===== src/rtl/alu_exec_stage.sv =====
// LEGv8 execute stage: decodes a 4-bit aluControl code and registers the result behind a
// 2-entry skid buffer. Optional NZCV flag output is enabled by defining ALU_FLAGS_EN.
module alu_exec_stage #(
  parameter int DATA_W = 64,
  parameter int CTRL_W = 4
) (
  input  logic              clk,
  input  logic              rst,
  input  logic              in_valid,
  output logic              in_ready,
  input  logic [CTRL_W-1:0] alu_ctrl,
  input  logic [DATA_W-1:0] op_a,
  input  logic [DATA_W-1:0] op_b,
  output logic              out_valid,
  input  logic              out_ready,
  output logic [DATA_W-1:0] result,
  output logic              zero,
  output logic              br_taken,
  output logic              illegal_op,
`ifdef ALU_FLAGS_EN
  output logic [3:0]        flags_nzcv,
`endif
  output logic [1:0]        dbg_state
);

  // Handshake: a beat moves on a rising edge where valid & ready are both high; a
  // producer holding valid keeps its payload stable until that edge.
  typedef enum logic [1:0] {S_EMPTY = 2'd0, S_ONE = 2'd1, S_TWO = 2'd2} state_t;

  localparam logic [3:0] OP_ADD  = 4'b0010;
  localparam logic [3:0] OP_SUB  = 4'b1010;
  localparam logic [3:0] OP_AND  = 4'b0110;
  localparam logic [3:0] OP_ORR  = 4'b0100;
  localparam logic [3:0] OP_EOR  = 4'b1001;
  localparam logic [3:0] OP_MOVE = 4'b1101;
  localparam logic [3:0] OP_CBZ  = 4'b0111;
  localparam logic [3:0] OP_CBNZ = 4'b1111;

  typedef struct packed {
`ifdef ALU_FLAGS_EN
    logic [3:0]        nzcv;
`endif
    logic              br;
    logic              zero;
    logic [DATA_W-1:0] res;
  } entry_t;

  state_t state_q, state_d;
  logic   in_ready_q, in_ready_d;
  logic   illegal_q, illegal_d;
  entry_t out_q, out_d, skid_q, skid_d;
  entry_t alu_e;
  logic   alu_ill;
  logic   accept, transfer;
  logic [DATA_W-1:0] add_r, sub_r;

`ifdef ALU_FLAGS_EN
  logic [DATA_W:0] add_w, sub_w;
  assign add_w = {1'b0, op_a} + {1'b0, op_b};
  // Two's-complement subtract keeps carry-out meaning "no borrow".
  assign sub_w = {1'b0, op_a} + {1'b0, ~op_b} + {{DATA_W{1'b0}}, 1'b1};
  assign add_r = add_w[DATA_W-1:0];
  assign sub_r = sub_w[DATA_W-1:0];
`else
  assign add_r = op_a + op_b;
  assign sub_r = op_a - op_b;
`endif

  always_comb begin
    alu_e   = '0;
    alu_ill = 1'b0;
    case (alu_ctrl)
      OP_ADD:  alu_e.res = add_r;
      OP_SUB:  alu_e.res = sub_r;
      OP_AND:  alu_e.res = op_a & op_b;
      OP_ORR:  alu_e.res = op_a | op_b;
      OP_EOR:  alu_e.res = op_a ^ op_b;
      OP_MOVE: alu_e.res = op_b;
      OP_CBZ:  begin alu_e.res = op_b; alu_e.br = (op_b == '0); end
      OP_CBNZ: begin alu_e.res = op_b; alu_e.br = (op_b != '0); end
      default: alu_ill = 1'b1;
    endcase
    alu_e.zero = (alu_e.res == '0);
`ifdef ALU_FLAGS_EN
    alu_e.nzcv[3] = alu_e.res[DATA_W-1];
    alu_e.nzcv[2] = alu_e.zero;
    if (alu_ctrl == OP_ADD) begin
      alu_e.nzcv[1] = add_w[DATA_W];
      alu_e.nzcv[0] = (op_a[DATA_W-1] == op_b[DATA_W-1]) &&
                      (add_r[DATA_W-1] != op_a[DATA_W-1]);
    end else if (alu_ctrl == OP_SUB) begin
      alu_e.nzcv[1] = sub_w[DATA_W];
      alu_e.nzcv[0] = (op_a[DATA_W-1] != op_b[DATA_W-1]) &&
                      (sub_r[DATA_W-1] != op_a[DATA_W-1]);
    end
`endif
  end

  assign out_valid = (state_q != S_EMPTY);
  assign accept    = in_valid & in_ready_q;
  assign transfer  = out_valid & out_ready;

  always_comb begin
    state_d = state_q;
    out_d   = out_q;
    skid_d  = skid_q;
    case (state_q)
      S_EMPTY: if (accept) begin state_d = S_ONE; out_d = alu_e; end
      S_ONE: begin
        if (accept && !transfer) begin
          state_d = S_TWO;
          skid_d  = alu_e;
        end else if (transfer && !accept) begin
          state_d = S_EMPTY;
        end else if (transfer && accept) begin
          out_d = alu_e;
        end
      end
      S_TWO: if (transfer) begin state_d = S_ONE; out_d = skid_q; end
      default: state_d = S_EMPTY;
    endcase
    in_ready_d = (state_d != S_TWO);
    illegal_d  = illegal_q | (accept & alu_ill);
  end

  always_ff @(posedge clk or posedge rst) begin
    if (rst) begin
      state_q    <= S_EMPTY;
      in_ready_q <= 1'b1;
      illegal_q  <= 1'b0;
      out_q      <= '0;
      skid_q     <= '0;
    end else begin
      state_q    <= state_d;
      in_ready_q <= in_ready_d;
      illegal_q  <= illegal_d;
      out_q      <= out_d;
      skid_q     <= skid_d;
    end
  end

  assign in_ready   = in_ready_q;
  assign result     = out_q.res;
  assign zero       = out_q.zero;
  assign br_taken   = out_q.br;
  assign illegal_op = illegal_q;
  assign dbg_state  = state_q;
`ifdef ALU_FLAGS_EN
  assign flags_nzcv = out_q.nzcv;
`endif

endmodule


===== config.mk =====
export PLATFORM = sky130hd
export DESIGN_NAME = alu_exec_stage
export DESIGN_NICKNAME = d
export VERILOG_FILES = /design/src/rtl/alu_exec_stage.sv
export SDC_FILE = /design/constraint.sdc
export NUM_CORES = 1
export LEC_CHECK = 0
export ABC_AREA = 1
export ABC_CLOCK_PERIOD_IN_PS = 4400
export BUFFER_PORTS_ARGS = -buffer_cell sky130_fd_sc_hd__buf_2
export CORE_ASPECT_RATIO = 1.25
export CORE_MARGIN = 5
export CORE_UTILIZATION = 30
export CTS_BUF_LIST = sky130_fd_sc_hd__clkbuf_4
export DETAILED_ROUTE_END_ITERATION = 12
export GPL_ROUTABILITY_DRIVEN = 0
export REMOVE_ABC_BUFFERS = 1
export SLEW_MARGIN = 40
export SYNTH_ARGS = -nofsm -noshare
export SYNTH_HDL_FRONTEND = slang
export SYNTH_SLANG_ARGS = --single-unit
export TNS_END_PERCENT = 10

===== constraint.sdc =====
create_clock -name clk -period 4.4 [get_ports clk]
set_input_delay 0.66 -clock clk [delete_from_list [all_inputs] [get_ports clk]]
set_output_delay 0.66 -clock clk [all_outputs]
set_load 0.05 [all_outputs]

=== Word-level counts from Yosys, hierarchy flattened ===
Cells that the tools add are included.

* Register bits after elaboration: 136
* Input bits: 136
* Output and inout bits: 71
* Logic and storage cells: 63

* Add/subtract/negate cells: 2
* Equality and inequality tests: 16
* Muxes and demuxes: 14
* Bitwise gates (word level): 7
* Reduce and logical (&&, ||, !) cells: 15

{| class="wikitable"
|+ Operators by type and width
! cell !! number
|-
| 64-bit case mux with 6 select lines || 1
|-
| 66-bit two-way mux || 5
|-
| 66-bit case mux with 3 select lines || 1
|-
| 64-bit logical NOT || 2
|-
| 64-bit adder || 1
|-
| 64-bit AND || 1
|-
| 64-bit OR || 1
|-
| 64-bit nonzero test || 1
|-
| 64-bit subtractor || 1
|-
| 64-bit XOR || 1
|-
| 4-bit == test (second input constant) || 4
|-
| 4-bit by 3-bit == test with 1-bit output (second input constant) || 3
|-
| 2-bit != test (second input constant) || 6
|-
| 2-bit two-way mux || 4
|-
| 8-bit OR reduction || 1
|-
| 2-bit case mux with 3 select lines || 1
|-
| 6-bit AND reduction || 1
|-
| 4-bit by 2-bit == test with 1-bit output (second input constant) || 1
|-
| 1-bit AND || 3
|-
| 1-bit logical AND || 3
|-
| 3-bit nonzero test || 1
|-
| 3-bit OR reduction || 1
|-
| 2-bit by 1-bit == test with 1-bit output (second input constant) || 1
|-
| 2-bit == test (second input constant) || 1
|-
| other kinds (7) || 8
|}

=== Longest topological paths before layout ===
Gate-level depths: netlist (run 1).

* Depth in word-level cells: 8
* Mapped depth: 37
* Gate-level depth less buffers: 37

=== Worst setup path before layout (run 1) ===
No wires, ideal clock.

* Kind: input to register
* From: in op_b[1]
* To: reg out_q (netlist bit zero)
* Library setup time: 66 ps
* Arrival time: 3,878 ps
* Data required time: 4,334 ps
* Path slack: 456 ps
* Cell stages on the path: 28
* Buffers on the path: 0
* Path through: inv_1 ha_1 nand2_2 nor2_4 nand3_1 o41ai_2 nand2_1 a21oi_1 o21ai_1 xor2_1 ha_1 nand2_1 nor2_1 inv_1 nor3_1 and2_1 nand2_1 nand2_1 nand2_1 nand3_1 nand2_1 nor2_1 nand2_1 nor2_1 nand4_1 nand2_1 nand2_1 nand2_1

* Word-level cells in the longest chain between the ends: 7
* Elaborated cells on any way between the ends: 12
* Classes of those cells: add/sub: 2; mux: 6; bitwise: 3; reduce/logical: 1

{| class="wikitable"
|+ Ends and longest elaborated chain
! element !! line !! text
|-
| from (decl) || 13 || <nowiki>input logic [DATA_W-1:0] op_b,</nowiki>
|-
| 64-bit subtractor (tied with other cells) || 66 || <nowiki>assign sub_r = op_a - op_b;</nowiki>
|-
| 64-bit case mux with 6 select lines (*) || 72 || <nowiki>case (alu_ctrl)</nowiki>
|-
| 64-bit logical NOT (*) || 83 || <nowiki>alu_e.zero = (alu_e.res == '0);</nowiki>
|-
| 66-bit two-way mux || 115 || <nowiki>end else if (transfer && accept) begin</nowiki>
|-
| 66-bit two-way mux || 113 || <nowiki>end else if (transfer && !accept) begin</nowiki>
|-
| 66-bit two-way mux || 110 || <nowiki>if (accept && !transfer) begin</nowiki>
|-
| 66-bit case mux with 3 select lines (*) || 107 || <nowiki>case (state_q)</nowiki>
|-
| to (signal assigned) || 137 || <nowiki>out_q <= out_d;</nowiki>
|-
| to (decl) || 51 || <nowiki>entry_t out_q, out_d, skid_q, skid_d;</nowiki>
|}

Mark *: on every way between the ends. The rest lies on a longest branch, timed or not. The select of a mux whose other input is x is not followed.
A chain may end at the register's enable or synchronous reset.

=== Worst setup path in the final report (run 1) ===
* From: in op_b[5]
* To: reg out_q (netlist bit zero)

Same word-level chain as after synthesis.

==> metrics.cfg, run 1 <==
[final_layout]
fin_nets=4002
drive_gt1_share_pct=23.1
finalNonFillerCells=4447
stdcell_area_mm2=0.0237
nFillCells=6357
syn_to_final_growth_pct=35.3

[critical_path]
max_stage_delay_ns=0.36
cpMaxStageDelayCell=ha_1
cp_common_cell=nand2_1
path_class=in -> reg
required_ns=5.06
arrival_ns=5.17
crit_fanout=4
start_kind=input port
r2r_cells=7
endpoint_kind=flop
r2r_start=in_ready
startpoint=op_b[5]

[min_path]
hold_start=out_ready
hp-class=in -> reg
holdPathStages=4

[yosys]
synth_top_area_cell=nand2_1
yosys_warnings=0
yosysUniqueCellTypes=47
yosysSeqAreaShare_pct=19.4
synth_fa_ha_area_share_pct=13.8
synth_compound_area_share_pct=14.3
ys_ff_latch=136
postSynthAreaPerCell_um2=5.83
synthTopCellsByCount=nand2_1 (1005), inv_1 (577), nor2_1 (258)
yosysTopAreaCellShare_pct=21.5
synth.most_common_cell=nand2_1
yosys.area_share.simple_pct=34.9
synth_top_family_by_area=simple AND/OR/NAND/NOR gates
syn_inst=3005
synth_area_leaders=nand2_1 (22%), dfrtp_1 (19%), ha_1 (14%)
synthMuxAreaShare_pct=0
synth_xor_area_share_pct=3.15
synth-main-ff-cell=dfrtp_1
synth_edf_count=0
synthArstFlopShare_pct=100
synth_area_mm2=0.0175

[timing]
whs_ns=0.259
finalCriticalPeriod_ns=4.51
hold_violations=0
slew_violations=0
period_share_pct=103
clock_skew_ns=0.0553
max_slew_margin_pct=43.8
max_freq_mhz=222
setup_slack_ns=-0.110
setup_viol=2
worst_slew_pin_slew_ns=0.836
rsz0062_at_grt=true

[run]
drv_cap=0

[die]
die-area_mm2=0.0634
start_util_pct=30.2
ioPinCount=207
dieHeight_um=280
die_width_um=226
fp.coreArea_mm2=0.0581
rows=99

[route]
drc_errors=0
dr.pass1.iters=5
via_per_inst=4.66
avgRoutedWirePerCell_um=16.1
ant_nets=0
vias=20700
drt-total-wl_um=71600
drt_iter0_markers=1234

[placed_design]
io_buffer_count=206
dp_cells=4404
dp_hpwl_um=60200
placed_area_mm2=0.0232

[clock_tree]
clock_latency_ns=0.77
cts_buffer_depth=2
path_clk_slew_ns=0.14
cts_tree=done
h-tree-depth=4
cts_made_buffers=17
root_buffer=clkbuf_4
cts_sinks=136

[global_routing]
grt_antenna_before_repair=5
grt_pass1_wl_um=109000
grt.total_usage_pct=22.2
grt_max_degree=90
grt_pass1_vias=19800
overflow=0

[pwr]
p_leak_nw=13.9
vdd_ir_drop_max_mv=0.270
power_density_mw_per_mm2=317

[run_status]
outcome=finished, violations left
violations=setup timing

==> final timing paths <==
path	endpoint	slack, ns
worst max register to register	skid_q[63]	1.87
max in group asynchronous	result[58]	3.10
worst min-delay path	dbg_state[0]	0.26
worst min register to register	illegal_op	0.48
min in group asynchronous	br_taken	0.49
worst max-delay path	zero	-0.11
==> cell type report <==
type / instances / area (um2) / share of cell area, %
repair buffers: 729 / 5040 / 21.2
clock buffers: 17 / 128 / 0.538
inverters: 587 / 2210 / 9.33
flip-flops and latches: 136 / 3400 / 14.4
clock inverters: 14 / 149 / 0.628
well taps: 757 / 947 / 3.99
multi-input cells: 2202 / 11800 / 49.8
diodes: 5 / 12.5 / 0.0528
==> registers in the layout, summed over array words and instances, names as in the netlist <==
register	count
illegal_op	1
skid_q	66
dbg_state	2
in_ready	1
zero	1
result	64
br_taken	1
==> kinds of logic (layout without fill, tap and decap cells) <==
| family | count (synthesis) | in the layout |
|---|---|---|
| buf+inv | 667 | 1347 |
| compound gates | 444 | 444 |
| fa+ha+maj | 193 | 193 |
| xor+xnor | 63 | 63 |
| simple gates | 1502 | 1502 |
| flops | 136 | 136 |
| other cells | 0 | 5 |
==> stage by stage <==
step	setup TNS, ns	utilization, %	power, mW	worst slack [ns]
after floorplan	-453.22	-	4.96	-6.77
after global placement	-17.57	39.9	6.56	-1.29
after detailed placement	-17.58	39.9	6.61	-1.22
after CTS	0	40.4	7.61	0.00502
after global routing	-0.559	40.8	8.18	-0.293
final	-0.215	40.8	7.53	-0.110
==> cells in the final DEF, fill, tap and decap left out, types with 8 or more instances in the layout <==
cell type	count
nand2_1	996
inv_1	575
buf_4	515
nor2_1	241
o21ai_0	218
buf_2	206
ha_1	192
dfrtp_1	135
a21oi_1	132
nand3_1	119
xor2_1	62
a221oi_1	50
nand4_1	35
nor2_2	18
clkbuf_4	17
nor3_1	16
nand2_2	14
nand3b_1	14
or2_2	13
nor2_4	9
inv_2	9
a21oi_2	8
==> power breakdown <==
group / switching [mW] / internal (mW)
clock network: 0.593 / 0.340
logic: 3.12 / 1.52
registers: 0.205 / 1.76
==> what timing repair did <==
action	in CTS	in global routing
endpoints found under the hold margin	43	0
setup endpoints to repair	2	4
hold buffers	1	0
setup buffers	1	5
resized for setup	9	47
pin swaps	3	15
==> worst max-delay path: cells and delay by family <==
family | cells | cell delay, ns
XOR/XNOR | 1 | 0.16
AND/OR/NAND/NOR | 24 | 2.66
adder cells (fa/ha/maj) | 1 | 0.36
buffers and inverters | 3 | 0.41
AO/OA/AOI/OAI | 5 | 0.92
==> layer usage <==
layer	part of all wire [%]	global-route usage, %	vias to the layer above
met1	40	26.1	9271
met2	49	39.3	576
met4	5.2	10.6	4
met3	5.1	3.50	150
li1	-	-	10700
met5	0.034	0	-
(Power assumes the default switching activity.)
==> run 2: changes to the inputs <==
--- a/config.mk
+++ b/config.mk
@@ -8,12 +8,12 @@
 export ABC_AREA = 1
 export ABC_CLOCK_PERIOD_IN_PS = 4400
 export BUFFER_PORTS_ARGS = -buffer_cell sky130_fd_sc_hd__buf_2
-export CORE_ASPECT_RATIO = 1.25
 export CORE_MARGIN = 5
 export CORE_UTILIZATION = 30
 export CTS_BUF_LIST = sky130_fd_sc_hd__clkbuf_4
 export DETAILED_ROUTE_END_ITERATION = 12
 export GPL_ROUTABILITY_DRIVEN = 0
+export PLACE_DENSITY = 0.48
 export REMOVE_ABC_BUFFERS = 1
 export SLEW_MARGIN = 40
 export SYNTH_ARGS = -nofsm -noshare
==> run 2 against run 1 <==
The run still ends with setup timing left; non-clock buffer count grew 13; first-iteration DRC count grew 43%; hold slack gained 0.059 ns; die area is essentially flat; register-to-register slack gained 0.09 ns; setup slack gained 0.051 ns; maximum frequency grew 1.1%; utilization grew 0.32 points; clock skew grew 0.0075 ns; combinational power is essentially flat.
==> metrics.cfg, run 2 (synthesis results as in run 1) <==
[global_routing]
grt_pass1_vias=19500  ; -1.3%
grt_pass1_wl_um=115000  ; +5.1%
overflow=0  ; unchanged
grt_max_degree=97  ; +7.8%
grt.total_usage_pct=23.4  ; +1.2 points
grt_antenna_before_repair=7  ; +2

[critical_path]
required_ns=5.04  ; -0.02 ns
path_class=in -> reg
cp_common_cell=nand2_1
endpoint_kind=flop
arrival_ns=5.10  ; -0.07 ns
crit_fanout=4  ; unchanged
start_kind=input port
cpMaxStageDelayCell=ha_1
max_stage_delay_ns=0.36  ; about the same

[die]
ioPinCount=207  ; unchanged
die-area_mm2=0.0634  ; about the same
fp.coreArea_mm2=0.0578  ; -0.50%
start_util_pct=30.3  ; +0.15 points
rows=88  ; -11%
dieHeight_um=252  ; -10%
die_width_um=252  ; +11%

[clock_tree]
path_clk_slew_ns=0.13  ; about the same
h-tree-depth=4  ; unchanged
root_buffer=clkbuf_4
cts_buffer_depth=2  ; unchanged
cts_sinks=136  ; unchanged
cts_made_buffers=17  ; unchanged
clock_latency_ns=0.75  ; -0.02 ns
cts_tree=done

[run_status]
violations=setup timing
outcome=finished, violations left

[route]
avgRoutedWirePerCell_um=17.0  ; +5.3%
dr.pass1.iters=5  ; unchanged
drc_errors=0  ; unchanged
via_per_inst=4.67  ; +0.10%
vias=20900  ; +0.64%
drt_iter0_markers=1768  ; +43%
drt-total-wl_um=75900  ; +5.9%
ant_nets=0  ; unchanged

[placed_design]
dp_hpwl_um=63800  ; +6.0%
io_buffer_count=206  ; unchanged

[min_path]
hp-class=in -> reg

[timing]
setup_viol=1  ; -1
rsz0062_at_grt=true
finalCriticalPeriod_ns=4.46  ; -0.0510 ns
worst_slew_pin_slew_ns=0.783  ; -0.0529 ns
finalSetupTns_ns=-0.0594  ; +0.156 ns
max_freq_mhz=224  ; +1.1%
setup_slack_ns=-0.0594  ; +0.0510 ns
hold_violations=0  ; unchanged
slew_violations=0  ; unchanged
clock_skew_ns=0.0628  ; +0.00747 ns
whs_ns=0.318  ; +0.0592 ns
max_slew_margin_pct=47.2  ; +3.4 points
period_share_pct=101  ; -1.2 points

[final_layout]
seqCellArea_mm2=0.00340  ; unchanged
largest_register=skid_q
final_common_cell=nand2_1
syn_to_final_growth_pct=35.7
multiInputGateArea_mm2=0.0117  ; -0.68%
final_cell_mix=nand2_1 (1004), inv_1 (575), buf_4 (528)
nFillCells=6443  ; +1.4%
fin_nets=4015  ; +0.32%
drive_gt1_share_pct=23.0  ; -0.14 points
largest_register_ffs=66  ; unchanged

[pwr]
vdd_ir_drop_max_mv=0.581  ; +110%
power_density_mw_per_mm2=320  ; +0.67%
p_leak_nw=13.9  ; +0.52%

[run]
drv_cap=0  ; unchanged

run 2: final timing paths:
check | start | to | slack [ns] | cells past startpoint
min in group asynchronous | rst | skid_q[64] | 0.54 | 3
max in group asynchronous | rst | skid_q[50] | 3.00 | 4
max reg2reg | in_ready | skid_q[7] | 1.96 | 7
max | op_b[7] | zero | -0.06 | 34
min | out_ready | dbg_state[0] | 0.32 | 4
min reg2reg | result[2] | result[2] | 0.49 | 2
run 2: power by group:
part / internal (mW) / switching, mW / leakage, nW
clock: 0.404 / 0.582 / 0.165
sequential: 1.76 / 0.229 / 1.77
combinational: 1.49 / 3.14 / 12.0
run 2: final cells by class:
cell class	instances	area share (%)
Clock inverter	14	0.710
Multi-Input combinational cell	2202	49.4
Tap cell	765	4.02
Clock buffer	18	0.568
Sequential cell	136	14.3
Timing Repair Buffer	742	21.6
Antenna cell	7	0.0737
Inverter	587	9.31
run 2: timing repair:
item	in CTS	in global routing
buffers inserted	2	2
pin swaps	2	5
resized for setup	14	18
hold endpoints to repair	2	0
hold buffers	1	0
setup endpoints to repair	2	15
run 2: through the flow:
step / worst slack [ns] / cell area, um2 / util (%) / instances / power (mW)
4_1_cts: 0.0236 / 23700 / 41.0 / 4462 / 7.64
2_1_floorplan: -6.77 / 17200 / - / 2925 / 4.96
3_5_place_dp: -0.996 / 23300 / 40.3 / 4427 / 6.62
6_report: -0.0594 / 23800 / 41.1 / 4471 / 7.60
5_1_grt: -0.341 / 23800 / 41.1 / 4469 / 8.20
3_3_place_gp: -1.03 / 23300 / 40.3 / 4427 / 6.60
run 2: worst max-delay path: cells and delay by family:
kind            cells  cell delay, ns
buf+inv             4            0.45
fa+ha+maj           1            0.36
simple gates       23            2.63
compound gates      5            0.81
xor+xnor            1            0.16
run 2: per-layer routing:
layer	wire, um	global-route usage (%)	up-vias
met1	37300	34.8	9466
met2	32000	35.5	577
met5	20	0	-
li1	-	-	10800
met3	5110	3.66	66
met4	1440	5.58	2
